## src/rtl/calc_pkg.sv

```systemverilog
// rtl/calc_pkg.sv - shared opcode, width and divide-by-zero constants for the calculator
package calc_pkg;

  typedef enum logic [1:0] {
    OP_ADD = 2'b00,
    OP_SUB = 2'b01,
    OP_MUL = 2'b10,
    OP_DIV = 2'b11
  } calc_op_e;

  localparam int CALC_WIDTH = 4;

  localparam logic [2*CALC_WIDTH-1:0] CALC_DIV_ZERO_RESULT = '1;

endpackage

```

## src/rtl/calc_divider.sv

```systemverilog
// rtl/calc_divider.sv - combinational unsigned restoring divider with divide-by-zero flag
module calc_divider import calc_pkg::*; #(
  parameter int WIDTH = CALC_WIDTH
) (
  input  logic [WIDTH-1:0] dividend,
  input  logic [WIDTH-1:0] divisor,
  output logic [WIDTH-1:0] quotient,
  output logic             div_zero
);

  logic [WIDTH:0]   rem;
  logic [WIDTH-1:0] quo;

  // One restoring step per quotient bit, MSB first; the remainder never exceeds the divisor.
  always_comb begin
    rem = '0;
    quo = '0;
    for (int i = WIDTH - 1; i >= 0; i--) begin
      rem = {rem[WIDTH-1:0], dividend[i]};
      if (rem >= {1'b0, divisor}) begin
        rem    = rem - {1'b0, divisor};
        quo[i] = 1'b1;
      end
    end
  end

  assign quotient = quo;
  assign div_zero = (divisor == '0);

endmodule

```

## src/rtl/calculator.sv

```systemverilog
// rtl/calculator.sv - registered add/sub/mul/div unit; divider present only with CALC_DIV_EN
module calculator import calc_pkg::*; #(
  parameter int WIDTH = CALC_WIDTH
) (
  input  logic               clk,
  input  logic               rst_n,
  input  logic               in_valid,
  input  logic [WIDTH-1:0]   A,
  input  logic [WIDTH-1:0]   B,
  input  logic [1:0]         op,
  output logic [2*WIDTH-1:0] result,
  output logic               out_valid,
  output logic               div_zero
);

  logic [2*WIDTH-1:0] a_ext;
  logic [2*WIDTH-1:0] b_ext;
  logic [2*WIDTH-1:0] result_d, result_q;
  logic               out_valid_d, out_valid_q;
  logic               div_zero_d, div_zero_q;

  assign a_ext = {{WIDTH{1'b0}}, A};
  assign b_ext = {{WIDTH{1'b0}}, B};

`ifdef CALC_DIV_EN
  logic [WIDTH-1:0] quotient;
  logic             div_by_zero;

  calc_divider #(.WIDTH(WIDTH)) u_divider (
    .dividend (A),
    .divisor  (B),
    .quotient (quotient),
    .div_zero (div_by_zero)
  );
`endif

  always_comb begin
    result_d    = result_q;
    div_zero_d  = div_zero_q;
    out_valid_d = in_valid;
    if (in_valid) begin
      div_zero_d = 1'b0;
      case (calc_op_e'(op))
        OP_ADD: result_d = a_ext + b_ext;
        OP_SUB: result_d = a_ext - b_ext;
        OP_MUL: result_d = a_ext * b_ext;
        OP_DIV: begin
`ifdef CALC_DIV_EN
          if (div_by_zero) begin
            result_d   = (2*WIDTH)'($signed(CALC_DIV_ZERO_RESULT));
            div_zero_d = 1'b1;
          end else begin
            result_d = {{WIDTH{1'b0}}, quotient};
          end
`else
          result_d = '0;
`endif
        end
        default: result_d = '0;
      endcase
    end
  end

  always_ff @(posedge clk or negedge rst_n) begin
    if (!rst_n) begin
      result_q    <= '0;
      out_valid_q <= 1'b0;
      div_zero_q  <= 1'b0;
    end else begin
      result_q    <= result_d;
      out_valid_q <= out_valid_d;
      div_zero_q  <= div_zero_d;
    end
  end

  assign result    = result_q;
  assign out_valid = out_valid_q;
  assign div_zero  = div_zero_q;

endmodule

```

## config.mk

```make
export PLATFORM = sky130hd
export DESIGN_NAME = calculator
export DESIGN_NICKNAME = d
export VERILOG_FILES = /design/src/rtl/calc_pkg.sv /design/src/rtl/calc_divider.sv /design/src/rtl/calculator.sv
export SDC_FILE = /design/constraint.sdc
export NUM_CORES = 1
export LEC_CHECK = 0
export CAP_MARGIN = 20
export CORE_MARGIN = 3
export CORE_UTILIZATION = 38
export CTS_CLUSTER_DIAMETER = 30
export DETAILED_ROUTE_END_ITERATION = 8
export GPL_TIMING_DRIVEN = 0
export PLACE_DENSITY = 0.68
export SYNTH_ARGS = -nofsm -noshare
export SYNTH_HDL_FRONTEND = slang
export SYNTH_SLANG_ARGS = --single-unit
```

## constraint.sdc

```tcl
create_clock -name clk -period 1.3 [get_ports clk]
set_clock_uncertainty 0.1 [all_clocks]
set_input_delay 0.195 -clock clk [delete_from_list [all_inputs] [get_ports clk]]
set_output_delay 0.195 -clock clk [all_outputs]
set_load 0.05 [all_outputs]
```

# Word-level counts from Yosys, hierarchy flattened
# Index checks and enable logic that the tools add are counted.
[classes] addsub=2 multipliers=1 div=0 order_cmp=0 n_eq_ne=3 shifts=0 muxes=1 bitwise_logic=0 reduce_logical=1
[ops] op="8-bit case mux with 4 select lines" n=1
[ops] op="4-bit by 4-bit multiplier with 8-bit output" n=1
[ops] op="4-bit by 4-bit adder with 5-bit output" n=1
[ops] op="4-bit by 4-bit subtractor with 5-bit output" n=1
[ops] op="2-bit == test (second input constant)" n=2
[ops] op="2-bit by 1-bit == test with 1-bit output (second input constant)" n=1
[ops] op="2-bit zero test" n=1
[totals] regBits=9 latchBits=0 ram_bits=0 rom_bits=0 in_bits=13 output_inout_bits=10 wordCells=10 mem_count=0

# Longest topological paths before layout
# Gate-level depths: netlist (run 1).
[depth] word_depth=2 mapped_depth=12 depth_no_buf=12

# Worst setup path before layout (run 1)
# No wires, ideal clock.
[synth_timing] kind="input port to flip-flop" start="input A[0]" end="register result_q[6] (netlist: result[6])" setup_time_ns=0.129 arrival_ns=2.317 t_required_ns=1.071 setup_slack_ns=-1.246 stages=11 n_path_buf=0 path_cell_list="nand2_1 > fa_1 > inv_1 > fa_1 > inv_1 > fa_1 > nor2b_1 > o21ai_0 > nand2b_1 > xnor2_1 > o21ai_0"
[synth_between] elab_chain_len=2 elab_cells_between_ends=3 cone_classes="add/sub: 1; mul: 1; mux: 1"
[synth_rtl] item="start, declared" line_no="calculator.sv:8" rtl="input logic [WIDTH-1:0] A,"
[synth_rtl] item="4-bit by 4-bit multiplier with 8-bit output / 4-bit by 4-bit subtractor with 5-bit output (equally long branches)" line_no="calculator.sv:46, calculator.sv:45"
[synth_rtl] item="8-bit case mux with 4 select lines *" line_no="calculator.sv:43" rtl="case (calc_op_e'(op))"
[synth_rtl] item="end signal, assigned" line_no="calculator.sv:70" rtl="result_q <= result_d;"
[synth_rtl] item="end, declared" line_no="calculator.sv:18" rtl="logic [2*WIDTH-1:0] result_d, result_q;"
# Every way passes the cells marked *; elsewhere a longest branch is shown, timed or not.
# A chain may end at the register's enable or synchronous reset.

# Worst setup path after layout (run 1)
[layout_timing] start="input B[1]" end="register result_q[3] (netlist: result[3])"
[layout_between] elab_chain_len=2 elab_cells_between_ends=4 cone_classes="add/sub: 2; mul: 1; mux: 1"
[layout_rtl] item="start, declared" line_no="calculator.sv:9" rtl="input logic [WIDTH-1:0] B,"
[layout_rtl] item="4-bit by 4-bit multiplier with 8-bit output (tied with other cells)" line_no="calculator.sv:46" rtl="OP_MUL: result_d = a_ext * b_ext;"
[layout_rtl] item="8-bit case mux with 4 select lines *" line_no="calculator.sv:43"
# Marked as above.

==> metrics.txt, run 1 <==
WS Path Type in -> reg; CP Launch Type primary input; Worst-path clk slew approximately 70 ps; slowest stage delay, CP between 500 and 600 ps; Rows 19; synthesized area around 1100 um^2; Clk pwr share between 10% and 20%; dpl cell area roughly 1500 um^2; first-pass GRT wire length about 4.5 mm; DR vias between 1k and 1.5k; die area between 3000 and 4000 um^2; final WL roughly 2.8 mm; worst skew pair latency between 200 and 300 ps; placed cells ~180; CP max stage cell fa_2; Initial Util a little over 40%; worst vdd ir just over 600 uV; top cell type's share of synthesized area between 20% and 30%; Final GP Congestion approximately 0.82; top post-synthesis cells by area ha_1 (22%), dfrtp_1 (20%), fa_1 (11%); Post-Layout Cell Count about 190; total gr overflow 0; WP data required approximately 1400 ps; # setup viols final 7; core box area about 2800 um^2; unique cell type count in the Yosys netlist 31; Ys Warns 0; sequential-to-total area share from yosys stat between 10% and 20%; die width 60.9 um; fin crit period between 2000 and 2500 ps; NumNets Final 200; Seq cells post-synth 9; footprint of the multi-input gates between 1000 and 1500 um^2; DRC viols 0; fin area approximately 1700 um^2; proportion of layout cells with a drive suffix above 1 a little over two fifths; Fillers about 250; Avg Synthesized Cell Area slightly below 9 um^2; largest net degree at the start of global routing 11; 1st-iter DRT viols between 40 and 50; pwr/cell area 779 nW/um^2; Final TNS setup -5210 ps; Final Hold Violating Endpoints 0; Max Cap Violations 0; Crit Path Max Fanout 2; register area 225 um^2; Routed Antenna Nets 0; NetSw between 0.5 and 0.6 mW; sequential share of power 25.0%; cell chain of the critical path buf_12 -> nand2_8 -> fa_1 -> inv_2 -> fa_2 -> inv_2 -> fa_2 -> or3_1 -> a31oi_1; Critical R2R Launch result[7]; Clock Root Buffer clkbuf_4; DR pass1 iterations 4; # IOs 23; H-Tree Depth 1; syn_nets roughly 170; CTS tree yes; CTS Sinks 9; # port buffers 21; vias in the first global route around 990; most area-hungry cell type in the Yosys netlist ha_1; R2R setup slack ~500 ps; worst slack at placement -2020 ps; Leak roughly 0.75 nW; critical path arrival between 2000 and 2500 ps; RSZ-0062 raised after global routing yes; status complete, but fails checks; hpwl dp around 2.3 mm; Max Slew Vio Count 0; Antenna Cells 0; failing checks setup timing; die height 60.9 um; total power around 1.3 mW; CTS Buf Count 3; Max Buffers Root-to-Sink 2; worst min path class in -> async; Synth-to-Final Area Change 49.3%; worst reg2reg endpoint result[7]; GRT Total Usage around 16%; Critical Path End Type flop; Fmax 423 MHz; final worst slack -1070 ps; Register-to-Register Path Depth 1; vias per cell ~5.3; Gate Count Post-Synth 130; antenna violations before repair 0; Sw Share 41.9%; Post-CTS Hold Buffers 0; proportion of power drawn by combinational gates ~60%; routed len/inst around 14 um; Tcrit/Tclk final 182%; Int Power ~0.77 mW
[synth_stat cells]
cell and count:
a2111oi_4 1, a211oi_1 2, a21o_1 3, a21oi_1 10, a21oi_2 1, a22oi_1 3, a31o_2 1, a31oi_1 1
and2_1 6, buf_4 2, clkbuf_1 2, conb_1 1, dfrtp_1 9, fa_1 6, ha_1 20, inv_1 14
mux2i_1 3, nand2_1 5, nand2b_1 2, nand3_1 1, nand4_1 1, nor2_1 16, nor2b_1 3, nor3_1 1
o211a_1 2, o211ai_1 2, o21ai_0 6, o21ba_2 1, o22ai_1 1, or3_1 1, xnor2_1 3
[critical path: cells and delay by family]
family	cells	cell delay, ps
adder cells (fa/ha/maj)	3	1510
AND/OR/NAND/NOR	2	390
buffers and inverters	3	180
AO/OA/AOI/OAI	1	170
[power by group through the flow]
| stage | Clock (mW) | Sequential (mW) | Combinational (mW) |
|---|---|---|---|
| floorplan | 0 | 0.466 | 0.343 |
| global placement | 0 | 0.339 | 0.679 |
| detailed placement | 0 | 0.340 | 0.693 |
| CTS | 0.222 | 0.334 | 0.734 |
| global route | 0.238 | 0.336 | 0.852 |
| finish | 0.221 | 0.333 | 0.777 |
[metal layers]
layer  wire (um)  share of wire, %  track usage [%]
met3          59               2.1             3.40
met5           0                 0                0
met2        1470                54             27.2
met4          10              0.36             1.86
met1        1210                44             21.5
[layout make-up]
| type | instances | area share [%] |
|---|---|---|
| buffer | 4 | 1.83 |
| clock buffer | 4 | 1.54 |
| inverter | 14 | 4.03 |
| multi-input combinational | 103 | 61.0 |
| sequential | 9 | 13.2 |
| tap | 31 | 2.27 |
| timing repair buffer | 26 | 16.1 |
[logic make-up (layout without fill, tap and decap cells)]
family,count (synthesis),count (layout),synth area share (%)
simple gates,36,36,14.9
compound gates,34,34,21.2
fa+ha+maj,26,26,32.4
buf+inv,18,48,6.56
flops,9,9,19.7
xor+xnor,3,3,2.30
mux,3,3,2.63
other cells,1,1,0.328
[placed cells by master (no fill, tap or decap), types with 3 or more instances in the layout]
master            n
inv_1             6
and2_1            6
buf_12            4
a21oi_1           6
fa_2              4
o21ai_0           3
nor2_1           12
ha_4              9
dfrtp_1           9
inv_2             6
ha_1             10
clkdlybuf4s15_2   3
a21oi_2           5
buf_4             4
nor2_2            3
a21o_1            3
clkbuf_4          3
clkdlybuf4s50_1   3
buf_6             4
buf_2             7
nor2b_1           3
mux2i_1           3
o21ai_1           3
[flip-flops by register name (all words and copies together) (netlist names)]
signal,cells
result,8
out_valid,1
[worst max path at each step]
stage | startpoint | cells after the start | slack [ps] | endpoint
6_report | B[1] | 9 | -1070 | result[3]
5_1_grt | A[2] | 9 | -1160 | result[3]
3_3_place_gp | A[0] | 11 | -2000 | result[7]
4_1_cts | A[2] | 11 | -1090 | result[7]
3_5_place_dp | A[0] | 11 | -2020 | result[7]
2_1_floorplan | A[2] | 8 | -1090 | result[3]
[per-stage QoR]
step | util [%] | hold slack [ps]
after floorplan | - | -201
after global placement | 54.1 | 406
after detailed placement | 54.1 | 416
after CTS | 58.3 | 141
after global routing | 60.9 | 159
final | 60.9 | 125
[what timing repair did]
item | 4_1_cts | 5_1_grt
pin swaps | 14 | 15
setup buffers | 3 | 2
resized for setup | 94 | 29
setup endpoints to repair | 17 | 13
No activity file was read; power rests on OpenSTA's default activity.
==> run 2: changes to the inputs <==
--- a/config.mk
+++ b/config.mk
@@ -5,6 +5,7 @@
 export SDC_FILE = /design/constraint.sdc
 export NUM_CORES = 1
 export LEC_CHECK = 0
+export ABC_AREA = 1
 export CAP_MARGIN = 20
 export CORE_MARGIN = 3
 export CORE_UTILIZATION = 38
==> run 2 against run 1 <==
Compared with the run above: the run still ends with setup timing left; first-iteration DRC count down 20%; worst hold slack worse by 6.8 ps; fmax up 5.0%; critical path depth up 3; combinational power down 9.0%; flip-flop and latch count unchanged; synthesized area up 4.7%; sequential share of layout area up 0.39 points; synthesized cell count up 28%; largest cell class unchanged.
==> metrics.txt, run 2 <==
cell chain of the critical path buf_12 -> nand2_4 -> fa_1 -> inv_1 -> fa_1 -> inv_2 -> fa_2 -> o21ai_1 -> inv_1 -> nand2_1 -> nor2_1 -> a21oi_1 (was buf_12 -> nand2_8 -> fa_1 -> inv_2 -> fa_2 -> inv_2 -> fa_2 -> or3_1 -> a31oi_1); WP data required 1350 ps (was 1390 ps); most frequent cells after synthesis inv_1 (34), nand2_1 (33), ha_1 (20) (was ha_1 (20), nor2_1 (16), inv_1 (14)); Post-CTS Hold Buffers 0 (unchanged); 1st-iter DRT viols 39 (was 49); # IOs 23 (unchanged); Clock Root Buffer clkbuf_4 (unchanged); failing checks setup timing (unchanged); WS Path Type in -> reg (unchanged); EDFF count, synth 0 (unchanged); Final TNS setup -4540 ps (was -5210 ps); most common cell after layout, fill and taps aside inv_1 (was nor2_1); Synth Flop Type dfrtp_1 (unchanged); slowest stage delay, CP 520 ps (was 560 ps); Gate Count Post-Synth 166 (was 130); top post-synthesis cells by area ha_1 (21%), dfrtp_1 (19%), inv_1 (11%) (was ha_1 (22%), dfrtp_1 (20%), fa_1 (11%)); die width 62.1 um (was 60.9 um); Leak 0.878 nW (was 0.746 nW); Avg Synthesized Cell Area 7.21 um^2 (was 8.80 um^2); CTS Sinks 9 (unchanged); Synth-to-Final Area Change 38.6% (was 49.3%); proportion of layout cells with a drive suffix above 1 31.6% (was 43.1%); NumNets Final 236 (was 200); Initial Util 41.6% (was 40.8%); final WL 2.71 mm (was 2.75 mm); pwr/cell area 757 nW/um^2 (was 779 nW/um^2); Post-Layout Cell Count 238 (was 191); Seq cells post-synth 9 (unchanged); first-pass GRT wire length 4.86 mm (was 4.46 mm); DRC viols 0 (unchanged); Final Util 57.7% (was 60.9%); fin crit period 2250 ps (was 2370 ps); RSZ-0062 raised after global routing yes (unchanged); most frequent cells in the layout inv_1 (32), nand2_1 (28), nor2_1 (18) (was nor2_1 (12), ha_1 (10), ha_4 (9), dfrtp_1 (9), buf_2 (7)); Worst-path clk slew 60 ps (was 70 ps); routed len/inst 11.4 um (was 14.4 um); critical path arrival 2300 ps (was 2450 ps); # setup viols final 6 (was 7); H-Tree Depth 1 (unchanged); hpwl dp 2.22 mm (was 2.31 mm); Fillers 278 (was 245); # port buffers 21 (unchanged); placed cells 229 (was 182); CP Launch Type primary input (unchanged); Final GP Congestion 0.860 (was 0.819); status complete, but fails checks (unchanged); max FFs per register 8 (unchanged); CTS tree yes (unchanged); Crit Path Max Fanout 2 (unchanged); count of buffer and inverter cells on the critical path 4 (was 3); sequential-to-total area share from yosys stat 18.8% (was 19.7%); synthesized area 1200 um^2 (was 1140 um^2); most area-hungry cell type in the Yosys netlist ha_1 (unchanged); hold_ws 119 ps (was 125 ps); Fmax 444 MHz (was 423 MHz); largest net degree at the start of global routing 11 (unchanged); worst vdd ir 312 uV (was 611 uV); final worst slack -954 ps (was -1070 ps); largest delay contributor family on the critical path adder cells (unchanged); Routed Antenna Nets 0 (unchanged); die height 62.1 um (was 60.9 um); vias per cell 4.65 (was 5.27); worst min path class in -> async (unchanged); worst skew pair latency 260 ps (about the same); core box area 2880 um^2 (was 2810 um^2); Max Buffers Root-to-Sink 2 (unchanged); syn_nets 205 (was 169); Max Cap Violations 0 (unchanged); Ys Warns 0 (unchanged); vias in the first global route 1,155 (was 994); antenna violations before repair 0 (unchanged); GRT Total Usage 15.2% (was 16.0%); CTS Buf Count 3 (unchanged); Final Hold Violating Endpoints 0 (unchanged); Rows 19 (unchanged); die area 3860 um^2 (was 3700 um^2); CP max stage cell fa_1 (was fa_2); total power 1.26 mW (was 1.33 mW); unique cell type count in the Yosys netlist 25 (was 31); DR vias 1,107 (was 1,007); Tcrit/Tclk final 173% (was 182%); Critical Path End Type flop (unchanged); Max Slew Vio Count 0 (unchanged); total gr overflow 0 (unchanged); Post-synth ARST share 100% (unchanged); Antenna Cells 0 (unchanged); top cell type's share of synthesized area 20.9% (was 21.9%); DR pass1 iterations 4 (unchanged); most frequent cell after synthesis inv_1 (was ha_1)
==> run 2: power by group <==
part | total, mW | internal (mW) | switching, mW
registers | 0.334 | 0.316 | 0.0179
logic | 0.707 | 0.271 | 0.436
clock network | 0.216 | 0.118 | 0.0975
total | 1.26 | 0.705 | 0.552
==> run 2: cell families after synthesis <==
group                      count (synthesis)  synth area share (%)
AOI/OAI and AO/OA                         23                  11.6
adders and majority gates                 26                  30.9
buffers and inverters                     39                  13.3
DFF                                        9                  18.8
other                                      1                 0.313
and+or+nand+nor                           68                  25.1
==> run 2: path summary, 6_finish.rpt <==
kind,to,slack [ps],startpoint,cells after the start
max,result[3],-950,A[1],12
min,result[1],120,rst_n,1
max reg2reg,result[4],510,result[4],2
min reg2reg,result[2],400,result[2],2
max in group asynchronous,result[5],710,rst_n,1
min in group clk,out_valid,390,in_valid,1
==> run 2: final cells by class <==
cell class	instances	area (um^2)	share of cell area, %
Sequential cell	9	225	13.6
Multi-Input combinational cell	118	963	58.1
Tap cell	42	52.6	3.17
Clock buffer	4	26.3	1.58
Buffer	3	23.8	1.43
Timing Repair Buffer	26	233	14.0
Inverter	36	135	8.14
==> run 2: what timing repair did <==
item,in CTS,in global routing
buffers inserted,5,0
resized for setup,90,22
endpoints found under the setup margin,17,15
pin swaps,12,4
==> run 2: metrics by stage <==
stage,setup WS [ps],area (um^2)
6_report,-954,1660
5_1_grt,-1050,1660
4_1_cts,-989,1710
3_5_place_dp,-1940,1530
3_3_place_gp,-1910,1530
2_1_floorplan,-1040,1270
==> run 2: layer usage <==
layer	wire length, um	up-vias	GRT usage [%]
li1	-	580	-
met1	1240	495	18.0
met2	1340	30	27.4
met3	116	2	1.98
met4	19	0	6.35
met5	0	-	0
